File: src/rtl/rm_lane_scheduler.sv
// rm_lane_scheduler: front-end scheduler for the runtime-monitor lane pool.
// Buffers (pc, opcode) requests in a small FIFO and grants the head entry to
// the first free lane found scanning upward from a round-robin pointer.
// Busy lanes are freed by lane_release_i or by a per-lane watchdog after
// TIMEOUT busy cycles (TIMEOUT = 0 disables the watchdog).
// VLEN is the instruction PC width.
// Optional build macro: RM_SCHED_STATS_EN enables the saturating grant and
// stall counters; without it alloc_count_o and stall_cycles_o read 0.

module rm_lane_scheduler #(
    parameter int NUM_LANES   = 4,
    parameter int QUEUE_DEPTH = 4,
    parameter int TIMEOUT     = 64,
    parameter int VLEN        = 64,
    parameter int LANE_W      = $clog2(NUM_LANES)
) (
    input  logic                             clk_i,
    input  logic                             rst_i,
    input  logic                             req_valid_i,
    output logic                             req_ready_o,
    input  logic [VLEN-1:0]                  req_pc_i,
    input  logic [6:0]                       req_opcode_i,
    input  logic [NUM_LANES-1:0]             lane_release_i,
    output logic                             alloc_valid_o,
    output logic [LANE_W-1:0]                alloc_lane_o,
    output logic [VLEN-1:0]                  alloc_pc_o,
    output logic [6:0]                       alloc_opcode_o,
    output logic [NUM_LANES-1:0]             lane_busy_o,
    output logic [NUM_LANES-1:0]             timeout_o,
    output logic [$clog2(QUEUE_DEPTH+1)-1:0] queue_count_o,
    output logic [31:0]                      alloc_count_o,
    output logic [31:0]                      stall_cycles_o
);

    localparam int PTR_W = $clog2(QUEUE_DEPTH);
    localparam int CNT_W = $clog2(QUEUE_DEPTH + 1);
    localparam int TMR_W = (TIMEOUT > 1) ? $clog2(TIMEOUT) : 1;
    localparam logic [CNT_W-1:0]  DEPTH_C   = CNT_W'(QUEUE_DEPTH);
    localparam logic [TMR_W-1:0]  TMR_LAST  = TMR_W'((TIMEOUT > 0) ? TIMEOUT - 1 : 0);
    localparam logic [LANE_W-1:0] LANE_LAST = LANE_W'(NUM_LANES - 1);

    logic [VLEN+6:0]        fifo_mem [QUEUE_DEPTH];
    logic [PTR_W-1:0]       wr_ptr;
    logic [PTR_W-1:0]       rd_ptr;
    logic [CNT_W-1:0]       count;
    logic [LANE_W-1:0]      rr_ptr;
    logic [NUM_LANES-1:0]   busy;
    logic [TMR_W-1:0]       timer [NUM_LANES];

    logic                   ready;
    logic                   push;
    logic                   dispatch;
    logic                   sel_found;
    logic [LANE_W-1:0]      sel_lane;
    logic [LANE_W-1:0]      cand;
    logic [NUM_LANES-1:0]   busy_next;
    logic [NUM_LANES-1:0]   timeout_next;

    // Ready looks only at the registered occupancy, so a pop never frees a slot in the same cycle.
    assign ready    = (count < DEPTH_C);
    assign push     = req_valid_i && ready;
    assign dispatch = (count != '0) && sel_found;

    assign req_ready_o   = ready;
    assign lane_busy_o   = busy;
    assign queue_count_o = count;

    // Round-robin pick: first free lane at or after rr_ptr, wrapping past the last lane.
    always_comb begin
        sel_found = 1'b0;
        sel_lane  = '0;
        cand      = '0;
        for (int i = 0; i < NUM_LANES; i++) begin
            cand = LANE_W'((int'(rr_ptr) + i) % NUM_LANES);
            if (!sel_found && !busy[cand]) begin
                sel_found = 1'b1;
                sel_lane  = cand;
            end
        end
    end

    // Next busy vector: releases first, then watchdog expiry (release wins), then the new grant.
    always_comb begin
        busy_next    = busy & ~lane_release_i;
        timeout_next = '0;
        if (TIMEOUT > 0) begin
            for (int k = 0; k < NUM_LANES; k++) begin
                if (busy[k] && !lane_release_i[k] && (timer[k] == TMR_LAST)) begin
                    busy_next[k]    = 1'b0;
                    timeout_next[k] = 1'b1;
                end
            end
        end
        if (dispatch) begin
            busy_next[sel_lane] = 1'b1;
        end
    end

    // FIFO storage; contents need no reset since count gates every read.
    always_ff @(posedge clk_i) begin
        if (push) begin
            fifo_mem[wr_ptr] <= {req_pc_i, req_opcode_i};
        end
    end

    // FIFO pointers, occupancy, lane state and registered grant outputs.
    always_ff @(posedge clk_i) begin
        if (rst_i) begin
            wr_ptr         <= '0;
            rd_ptr         <= '0;
            count          <= '0;
            rr_ptr         <= '0;
            busy           <= '0;
            timeout_o      <= '0;
            alloc_valid_o  <= 1'b0;
            alloc_lane_o   <= '0;
            alloc_pc_o     <= '0;
            alloc_opcode_o <= '0;
        end else begin
            if (push) begin
                wr_ptr <= wr_ptr + 1'b1;
            end
            if (dispatch) begin
                rd_ptr <= rd_ptr + 1'b1;
            end
            case ({push, dispatch})
                2'b10:   count <= count + 1'b1;
                2'b01:   count <= count - 1'b1;
                default: count <= count;
            endcase

            busy      <= busy_next;
            timeout_o <= timeout_next;

            alloc_valid_o <= dispatch;
            if (dispatch) begin
                rr_ptr         <= (sel_lane == LANE_LAST) ? '0 : sel_lane + 1'b1;
                alloc_lane_o   <= sel_lane;
                alloc_pc_o     <= fifo_mem[rd_ptr][VLEN+6:7];
                alloc_opcode_o <= fifo_mem[rd_ptr][6:0];
            end
        end
    end

    // Per-lane watchdog timers: zero on grant, count every busy cycle.
    always_ff @(posedge clk_i) begin
        for (int k = 0; k < NUM_LANES; k++) begin
            if (rst_i) begin
                timer[k] <= '0;
            end else if (dispatch && (sel_lane == LANE_W'(k))) begin
                timer[k] <= '0;
            end else if (busy[k]) begin
                timer[k] <= timer[k] + 1'b1;
            end
        end
    end

`ifdef RM_SCHED_STATS_EN
    logic [31:0] alloc_cnt;
    logic [31:0] stall_cnt;
    logic        stall;

    assign stall = (count != '0) && (&busy);

    // Saturating statistics counters.
    always_ff @(posedge clk_i) begin
        if (rst_i) begin
            alloc_cnt <= '0;
            stall_cnt <= '0;
        end else begin
            if (dispatch && (alloc_cnt != '1)) begin
                alloc_cnt <= alloc_cnt + 1'b1;
            end
            if (stall && (stall_cnt != '1)) begin
                stall_cnt <= stall_cnt + 1'b1;
            end
        end
    end

    assign alloc_count_o  = alloc_cnt;
    assign stall_cycles_o = stall_cnt;
`else
    assign alloc_count_o  = '0;
    assign stall_cycles_o = '0;
`endif

endmodule

File: config.mk
export PLATFORM = sky130hd
export DESIGN_NAME = rm_lane_scheduler
export DESIGN_NICKNAME = d
export VERILOG_FILES = /design/src/rtl/rm_lane_scheduler.sv
export SDC_FILE = /design/constraint.sdc
export NUM_CORES = 1
export LEC_CHECK = 0
export CAP_MARGIN = 20
export CORE_MARGIN = 2
export CORE_UTILIZATION = 45
export CTS_BUF_LIST = sky130_fd_sc_hd__clkbuf_4
export CTS_CLUSTER_DIAMETER = 120
export DETAILED_ROUTE_END_ITERATION = 8
export GPL_TIMING_DRIVEN = 0
export PLACE_DENSITY = 0.68
export SETUP_SLACK_MARGIN = 0.02
export SKIP_LAST_GASP = 1
export SLEW_MARGIN = 20
export SYNTH_ARGS = -nofsm -noshare
export SYNTH_HDL_FRONTEND = slang
export SYNTH_SLANG_ARGS = --single-unit
File: constraint.sdc
create_clock -name clk_i -period 4.7 [get_ports clk_i]
set_input_delay 1.41 -clock clk_i [delete_from_list [all_inputs] [get_ports clk_i]]
set_output_delay 1.41 -clock clk_i [all_outputs]
set_load 0.02 [all_outputs]
==> results of run 1 <==
==> where the power goes <==
| part | internal [W] | switching, W | leakage (nW) |
|---|---|---|---|
| logic | 0.00159 | 0.00203 | 2.41 |
| clock network | 0.00175 | 0.00134 | 0.851 |
| registers | 0.00448 | 0.000313 | 3.60 |
==> cells by family (layout without fill, tap and decap cells) <==
group | count (synthesis) | after routing | share of synthesized area
AOI/OAI and AO/OA | 182 | 182 | 0.06410
xor gates and xnor gates | 15 | 15 | 0.008402
adders and majority gates | 14 | 14 | 0.01168
buffers and inverters | 144 | 499 | 0.05345
DFF | 399 | 399 | 0.7080
muxes | 72 | 72 | 0.1029
other | 1 | 67 | 0.0002398
and+or+nand+nor | 158 | 158 | 0.05121
==> per-stage QoR <==
| stage | hold WS [ns] | util |
|---|---|---|
| global route | 0.4941 | 0.5701 |
| detailed placement | 0.4660 | 0.5290 |
| finish | 0.4749 | 0.5702 |
| CTS | 0.4749 | 0.5700 |
| global placement | 0.4624 | 0.5255 |
| floorplan | 0.5136 | - |
==> worst register-to-register path: cells and delay by family (launching register included) <==
kind,cells,cell delay [ns]
AOI/OAI and AO/OA,1,0.39
buffers and inverters,1,0.43
DFF,1,0.52
adders and majority gates,1,0.25
and+or+nand+nor,2,0.68
==> worst paths after layout <==
path	end	startpoint
min reg2reg	alloc_pc_o[24]	alloc_pc_o[24]
min	alloc_pc_o[24]	alloc_pc_o[24]
max	lane_busy_o[0]	lane_busy_o[0]
max reg2reg	timer[3][0]	lane_busy_o[0]
==> registers in the layout, summed over array words and instances (netlist names), 3 cells and up <==
register / cells
alloc_opcode_o: 7
alloc_pc_o: 64
fifo_mem: 284
lane_busy_o: 4
queue_count_o: 3
timeout_o: 4
timer: 24
==> routing by layer <==
| layer | routed length [µm] | part of all wire | up-vias | global-route usage |
|---|---|---|---|---|
| met5 | 16 | 0.00047 | - | 0 |
| li1 | - | - | 4421 | - |
| met3 | 2393 | 0.070 | 57 | 0.04821 |
| met4 | 885 | 0.026 | 2 | 0.08795 |
| met1 | 13980 | 0.41 | 4703 | 0.2390 |
| met2 | 16860 | 0.49 | 334 | 0.3154 |
==> final cells by class <==
cell class	instances	area share
inverters	18	0.003447
multi-input cells	505	0.2029
repair buffers	166	0.08835
diodes	3	0.0003830
well taps	455	0.02905
clock inverters	17	0.006001
clock buffers	172	0.06588
plain buffers	126	0.03920
flip-flops and latches	399	0.5648
==> cells in the final DEF (no fill, tap or decap), types with 9 or more instances in the layout <==
cell	count
dfxtp_1	91
clkbuf_1	38
nand2_1	10
edfxtp_1	308
conb_1	64
xor2_1	9
nand3_1	85
nor2_1	28
buf_2	11
clkdlybuf4s50_1	162
o21ai_1	29
o21ai_0	51
clkinv_1	12
mux4_2	71
ha_1	13
clkbuf_4	172
buf_4	65
inv_1	17
a21oi_1	78
==> run summary, run 1 <==
Outcome -> finished, final reports clean
Hpwl dp -> 21.79 mm
Final Skew -> 0.05413 ns
Part of the Yosys area used for sequential elements -> 0.7080
Req. time, crit path -> 3.29 ns
Async S/R FF share, synth -> 0
Final routed DRC violation total -> 0
#FFs+latches synth -> 399
Core box area -> 34370 µm²
Design area -> 19600 µm²
Worst Setup Path Type -> flip-flop to primary output
Worst Setup Start Kind -> flip-flop
Power per Cell Area -> 586.7 nW/µm²
CP max stage cell -> clkdlybuf4s50_1
Commonest cells in the netlist -> 308 x edfxtp_1, 91 x dfxtp_1, 85 x nand3_1
Initial antenna violation count -> 4
Final critical-path setup slack -> 1.340 ns
Peak supply drop -> 0.2575 mV
Area occupied by registers -> 11070 µm²
Hold Buf Count CTS -> 0
Cts bufs inserted -> 101
Largest net degree at the start of global routing -> 44
Total Wirelength -> 34.13 mm
Port buffer count -> 162
CP bufs+invs -> 1
Unrepaired setup endpoints after global routing -> no
CP max FO -> 8
Clk buf depth -> 3
Leak pwr -> 6.861 nW
Layout cells sized above 1 -> 0.2480
Clock Sinks -> 399
Period utilization -> 0.7148
Hold depth -> 2
Post-CTS setup buffers -> 0
Area after DPL -> 18180 µm²
Worst-Margin Slew -> 0.8663 ns
Max-cap violations -> 0
Area contributors post-synth -> edfxtp_1 59%, dfxtp_1 12%, mux4_2 10%
CP arrival -> 1.95 ns
Final hold vios -> 0
Wire per inst -> 18.34 µm
Slew headroom -> 0.4225
Final cell count without fillers -> 1861
HP Class -> flip-flop to flip-flop
Yosys warnings -> 0
Resized Gates After CTS -> 0
Design Power -> 0.01150 W
Layout area overhead -> 25.35%
Starting density of the core -> 0.4549
Worst slack, placed -> 1.013 ns
FP Rows -> 68
Initial drt markers -> 631
Synth top area share -> 0.5915
Grt ovf -> 0
Number of global-route vias before repair -> 9589
Multi-input logic area -> 3976 µm²
Slew Limit Fails -> 0
# IOs -> 228
Most common cell in the netlist -> edfxtp_1
Die width -> 190.4 µm
DR vias -> 9517
Clock Latency Late Sink -> 0.77 ns
Gr usage total -> 0.1915
Post-Syn Area per Cell -> 15.87 µm²
First-pass GRT wire length -> 52.56 mm
Crit path max-delay family -> buffers and inverters
Critical path depth in cells -> 1
Reg-to-reg slack, setup -> 2.12 ns
Via/cell ratio -> 5.114
Worst R2R Path Depth -> 5
Total negative setup slack -> 0 ns
Worst-path cell chain -> clkdlybuf4s50_1
Synth area leader -> edfxtp_1
Fill cell count -> 2772
FMAX -> 0.2977 GHz
Die area -> 36250 µm²
Post-synth top flop -> edfxtp_1
Max H-tree Level -> 3
Clock Pin Slew Worst Setup and Hold Paths -> 0.08 ns
Minimum clock period -> 3.360 ns
Synth Instances -> 985
Height of the die -> 190.4 µm
Critical Path Max Stage Delay -> 0.67 ns
CTS tree -> done
Post-Syn Area -> 15640 µm²
Final setup fails -> 0
CP Capture Type -> primary output
Final Wtd Congestion -> 0.7658
DRT antenna net count -> 0
Post-synthesis cell type count -> 46
Root Driver -> clkbuf_4
Placed cell count -> 1669
DRT Pass-1 Iters -> 4
Number of synthesized flops with an enable pin -> 308
Fin nets -> 1409
(Power assumes the default switching activity.)
==> run 2, diff against run 1 <==
==> constraint.sdc (replaced) <==
create_clock -name clk_i -period 3.3 [get_ports clk_i]
set_input_delay 0.99 -clock clk_i [delete_from_list [all_inputs] [get_ports clk_i]]
set_output_delay 0.99 -clock clk_i [all_outputs]
set_load 0.02 [all_outputs]
==> run summary, run 2 (same netlist as run 1, synthesis figures left out) <==
Outcome -> finished, final reports clean
Cts bufs inserted -> 100
Layout area overhead -> 24.95%
HP Class -> flip-flop to flip-flop
Hold path startpoint -> alloc_pc_o[41]
Peak supply drop -> 0.3579 mV
Worst r2r dst -> queue_count_o[2]
Clock Pin Slew Worst Setup and Hold Paths -> 0.07 ns
Fill cell count -> 2765
Largest registers -> fifo_mem: 284 flops, alloc_pc_o: 64 flops, timer: 24 flops
Unrepaired setup endpoints after global routing -> no
DR top layer -> met5
Post-CTS setup buffers -> 0
Die width -> 190.4 µm
Starting density of the core -> 0.4549
Worst-path cell chain -> clkdlybuf4s50_1
Layout cells sized above 1 -> 0.2362
Final routed DRC violation total -> 0
Reg-to-reg slack, setup -> 0.72 ns
Crit path max-delay family -> buffers and inverters
DR vias -> 9372
Grt ovf -> 0
Largest register FFs -> 284
Slew headroom -> 0.4961
DR WL met2 -> 17.01 mm
First-pass GRT wire length -> 51.65 mm
Final Wtd Congestion -> 0.7844
Slew Limit Fails -> 0
Leak pwr -> 6.801 nW
Die area -> 36250 µm²
Biggest register -> fifo_mem
Final hold vios -> 0
FMAX -> 0.3430 GHz
Worst R2R Path Depth -> 10
Hold Buf Count CTS -> 0
Period utilization -> 0.8834
Core box area -> 34370 µm²
Minimum clock period -> 2.915 ns
Number of global-route vias before repair -> 9448
Internal power -> 0.01097 W
Final cell count without fillers -> 1856
CP max FO -> 7
Initial antenna violation count -> 5
CP arrival -> 1.93 ns
CTS tree -> done
CP Capture Type -> primary output
Hpwl dp -> 21.87 mm
Hold depth -> 2
Fin nets -> 1408
Largest net degree at the start of global routing -> 45
DRT Pass-1 Iters -> 5
DR WL met3 -> 2.099 mm
Commonest non-fill, non-tap cell in the layout -> edfxtp_1
Worst slack, placed -> 0.04348 ns
Initial drt markers -> 435
Final critical-path setup slack -> 0.3848 ns
Hold EP -> alloc_pc_o[41]
Req. time, crit path -> 2.31 ns
DRT antenna net count -> 0
M1 wire length -> 14.25 mm
R2R Path Start -> queue_count_o[2]
Clk buf depth -> 3
# IOs -> 228
Critical Path Max Stage Delay -> 0.67 ns
Root Driver -> clkbuf_4
Combinational share of power -> 0.318
Total Wirelength -> 34.22 mm
Port buffer count -> 162
Max H-tree Level -> 3
Placed cell count -> 1669
Final Skew -> 0.06529 ns
Power per Cell Area -> 831.2 nW/µm²
Final setup fails -> 0
Clock Sinks -> 399
Gr usage total -> 0.1893
Most frequent cells in the layout -> 308 x edfxtp_1, 162 x clkdlybuf4s50_1, 151 x clkbuf_4
Clock Latency Late Sink -> 0.76 ns
Worst Setup Path Type -> flip-flop to primary output
Max-cap violations -> 0
Final Util -> 0.5684
Worst Setup Start Kind -> flip-flop
Wire per inst -> 18.44 µm
Worst-Margin Slew -> 0.7558 ns
CP max stage cell -> clkdlybuf4s50_1
FP Rows -> 68
Power share of the clock group -> 0.262
Sequential Power Share -> 0.420
Sw frac -> 0.3248
Height of the die -> 190.4 µm
Resized Gates After CTS -> 0
CP bufs+invs -> 1
Via/cell ratio -> 5.050
Reported net switching power -> 0.005274 W
-- run 2: changes by cell type in the layout (fill, tap and decap cells not counted), sizes merged --
| cell | before | now |
|---|---|---|
| clkinvlp | 0 | 1 |
| bufinv | 2 | 3 |
| clkinv | 13 | 27 |
| inv | 20 | 19 |
| clkbuf | 210 | 189 |
| diode | 3 | 4 |
-- run 2: layout make-up --
cell class | count | area (µm²) | share of cell area
Antenna cell | 4 | 10.01 | 0.0005123
Sequential cell | 399 | 11070 | 0.5666
Clock buffer | 151 | 1134 | 0.05802
Timing Repair Buffer | 166 | 1732 | 0.08863
Buffer | 126 | 768.2 | 0.03932
Clock inverter | 32 | 210.2 | 0.01076
Tap cell | 455 | 569.3 | 0.02914
Multi-Input combinational cell | 505 | 3976 | 0.2035
Inverter | 18 | 67.56 | 0.003458
-- run 2: per-layer routing --
metal / GRT usage / vias to the layer above
li1: - / 4401
met1: 0.2351 / 4618
met2: 0.3144 / 300
met3: 0.04637 / 51
met4: 0.08646 / 2
met5: 0 / -
-- run 2: worst max-delay path by stage --
stage / end / start / cells past startpoint / slack, ns
after global routing: lane_busy_o[0] / lane_busy_o[0] / 1 / 0.25
after detailed placement: fifo_mem[0][8] / req_valid_i / 5 / 0.04
after global placement: fifo_mem[0][66] / req_valid_i / 4 / -0.78
after CTS: queue_count_o[2] / queue_count_o[2] / 1 / 0.29
after floorplan: fifo_mem[0][0] / req_valid_i / 3 / 0.60
final: queue_count_o[2] / queue_count_o[2] / 1 / 0.38
-- run 2: metrics by stage --
step / hold WS, ns / area (µm²) / total power, W / TNS [ns]
2_1_floorplan: 0.5136 / 15880 / 0.01013 / 0
3_3_place_gp: 0.4633 / 18070 / 0.01201 / -212.99
3_5_place_dp: 0.4667 / 18180 / 0.01214 / 0
4_1_cts: 0.4765 / 19530 / 0.01643 / 0
5_1_grt: 0.4936 / 19540 / 0.01713 / 0
6_report: 0.4736 / 19540 / 0.01624 / 0
-- run 2: worst reg2reg max path: cells and delay by family (launching register included) --
| kind | cells | cell delay, ns |
|---|---|---|
| AOI/OAI and AO/OA | 1 | 0.14 |
| xor gates and xnor gates | 1 | 0.16 |
| adders and majority gates | 2 | 0.55 |
| and+or+nand+nor | 3 | 0.67 |
| DFF | 1 | 0.51 |
| buffers and inverters | 3 | 0.49 |
-- run 2: power groups by stage --
stage	Combinational [W]	Sequential (W)	Clock (W)
CTS	0.00524	0.00682	0.00437
detailed placement	0.00522	0.00692	0
floorplan	0.00286	0.00727	0
finish	0.00517	0.00682	0.00425
global route	0.00561	0.00691	0.00462
global placement	0.00509	0.00692	0
==> run 3, diff against run 2 <==
--- a/config.mk
+++ b/config.mk
@@ -10,6 +10,7 @@
 export CORE_UTILIZATION = 45
 export CTS_BUF_LIST = sky130_fd_sc_hd__clkbuf_4
 export CTS_CLUSTER_DIAMETER = 120
+export CTS_CLUSTER_SIZE = 14
 export DETAILED_ROUTE_END_ITERATION = 8
 export GPL_TIMING_DRIVEN = 0
 export PLACE_DENSITY = 0.68
==> run summary, run 3 (same netlist as run 1, synthesis figures left out) <==
Outcome -> finished, final reports clean
Power per Cell Area -> 768.5 nW/µm²
Worst slack, placed -> 0.04348 ns
Largest net degree at the start of global routing -> 45
Worst Setup Path Type -> flip-flop to primary output
Grt ovf -> 0
Layout area overhead -> 19.44%
Final routed DRC violation total -> 0
Fin nets -> 1342
First-pass GRT wire length -> 50.07 mm
CP max FO -> 7
CP Capture Type -> primary output
FMAX -> 0.3521 GHz
Final critical-path setup slack -> 0.4596 ns
Die area -> 36250 µm²
Largest register FFs -> 284
Layout cells sized above 1 -> 0.1826
Critical Path Max Stage Delay -> 0.67 ns
Starting density of the core -> 0.4549
Final Wtd Congestion -> 0.7844
CTS tree -> done
CP arrival -> 1.85 ns
Gr usage total -> 0.1824
Root Driver -> clkbuf_4
HP Class -> flip-flop to flip-flop
Period utilization -> 0.8607
DRT Pass-1 Iters -> 5
Cts bufs inserted -> 34
Clock Sinks -> 399
Post-CTS setup buffers -> 0
Number of global-route vias before repair -> 8813
Height of the die -> 190.4 µm
Initial drt markers -> 638
Final Skew -> 0.03184 ns
DR vias -> 9000
CP bufs+invs -> 1
Design area -> 18680 µm²
Via/cell ratio -> 5.187
Total Wirelength -> 33.21 mm
Wire per inst -> 19.14 µm
Resized Gates After CTS -> 0
Worst Setup Start Kind -> flip-flop
Most frequent cells in the layout -> 308 x edfxtp_1, 162 x clkdlybuf4s50_1, 91 x dfxtp_1
DRT antenna net count -> 0
Largest registers -> fifo_mem: 284 flops, alloc_pc_o: 64 flops, timer: 24 flops
Peak supply drop -> 0.4698 mV
Final setup fails -> 0
Design Power -> 0.01435 W
Commonest non-fill, non-tap cell in the layout -> edfxtp_1
Slew headroom -> 0.5027
Max-cap violations -> 0
Unrepaired setup endpoints after global routing -> no
Biggest register -> fifo_mem
Max H-tree Level -> 2
Clk buf depth -> 3
Slew Limit Fails -> 0
CP max stage cell -> clkdlybuf4s50_1
Minimum clock period -> 2.840 ns
Hold Buf Count CTS -> 0
# IOs -> 228
Hpwl dp -> 21.87 mm
Crit path max-delay family -> buffers and inverters
Worst-Margin Slew -> 0.7459 ns
Leak pwr -> 6.304 nW
Area after DPL -> 18180 µm²
Worst-path cell chain -> clkdlybuf4s50_1
Port buffer count -> 162
Clock Pin Slew Worst Setup and Hold Paths -> 0.15 ns
Die width -> 190.4 µm
Clock Latency Late Sink -> 0.67 ns
Core box area -> 34370 µm²
FP Rows -> 68
Final hold vios -> 0
Fill cell count -> 2806
Req. time, crit path -> 2.31 ns
Initial antenna violation count -> 5
-- run 3: cell count changes in the layout (fill, tap and decap cells not counted) --
cell	previous run	this run
clkinv_4	1	0
clkinv_1	24	0
bufinv_16	3	1
inv_2	2	3
clkinv_2	2	0
inv_6	0	1
clkbuf_4	151	58
clkinvlp_4	1	0
-- run 3: path summary, 6_finish.rpt --
path                    start                to  slack, ns  cells after the start
max          queue_count_o[2]  queue_count_o[2]       0.46                      1
min            alloc_pc_o[41]    alloc_pc_o[41]       0.48                      2
max reg2reg  queue_count_o[2]  queue_count_o[2]       0.73                     10
min reg2reg    alloc_pc_o[41]    alloc_pc_o[41]       0.48                      2
-- run 3: area by class of cell --
type | instances | area, µm² | area share
antenna | 4 | 10.01 | 0.0005360
buffer | 126 | 768.2 | 0.04114
clock buffer | 58 | 435.4 | 0.02332
clock inverter | 4 | 46.29 | 0.002479
inverter | 18 | 67.56 | 0.003618
multi-input combinational | 505 | 3976 | 0.2129
sequential | 399 | 11070 | 0.5928
tap | 455 | 569.3 | 0.03048
timing repair buffer | 166 | 1732 | 0.09272
-- run 3: power breakdown --
| part | internal, W | total (W) | switching (W) |
|---|---|---|---|
| combinational | 0.00227 | 0.00517 | 0.00290 |
| sequential | 0.00636 | 0.00681 | 0.000446 |
| clock | 0.000878 | 0.00238 | 0.00150 |
-- run 3: metal layers --
layer  track usage  part of all wire  wire, µm
met5             0           0.00048        16
met4       0.06052             0.028       921
met3       0.03294             0.065      2147
met2        0.3078              0.49     16140
met1        0.2396              0.42     13990
-- run 3: stage by stage --
step / hold WS [ns] / util / std cells / TNS (ns)
CTS: 0.4858 / 0.5430 / 1731 / 0
finish: 0.4837 / 0.5433 / 1735 / 0
global route: 0.5066 / 0.5432 / 1734 / 0
floorplan: 0.5136 / - / 1048 / 0
detailed placement: 0.4667 / 0.5290 / 1669 / 0
global placement: 0.4633 / 0.5257 / 1665 / -212.99
-- run 3: worst register-to-register path: cells and delay by family (launching register included) --
family                   cells  cell delay, ns
flip-flops                   1            0.53
AND/OR/NAND/NOR              3            0.67
adder cells (fa/ha/maj)      2            0.55
AO/OA/AOI/OAI                1            0.14
buffers and inverters        3            0.47
XOR/XNOR                     1            0.16
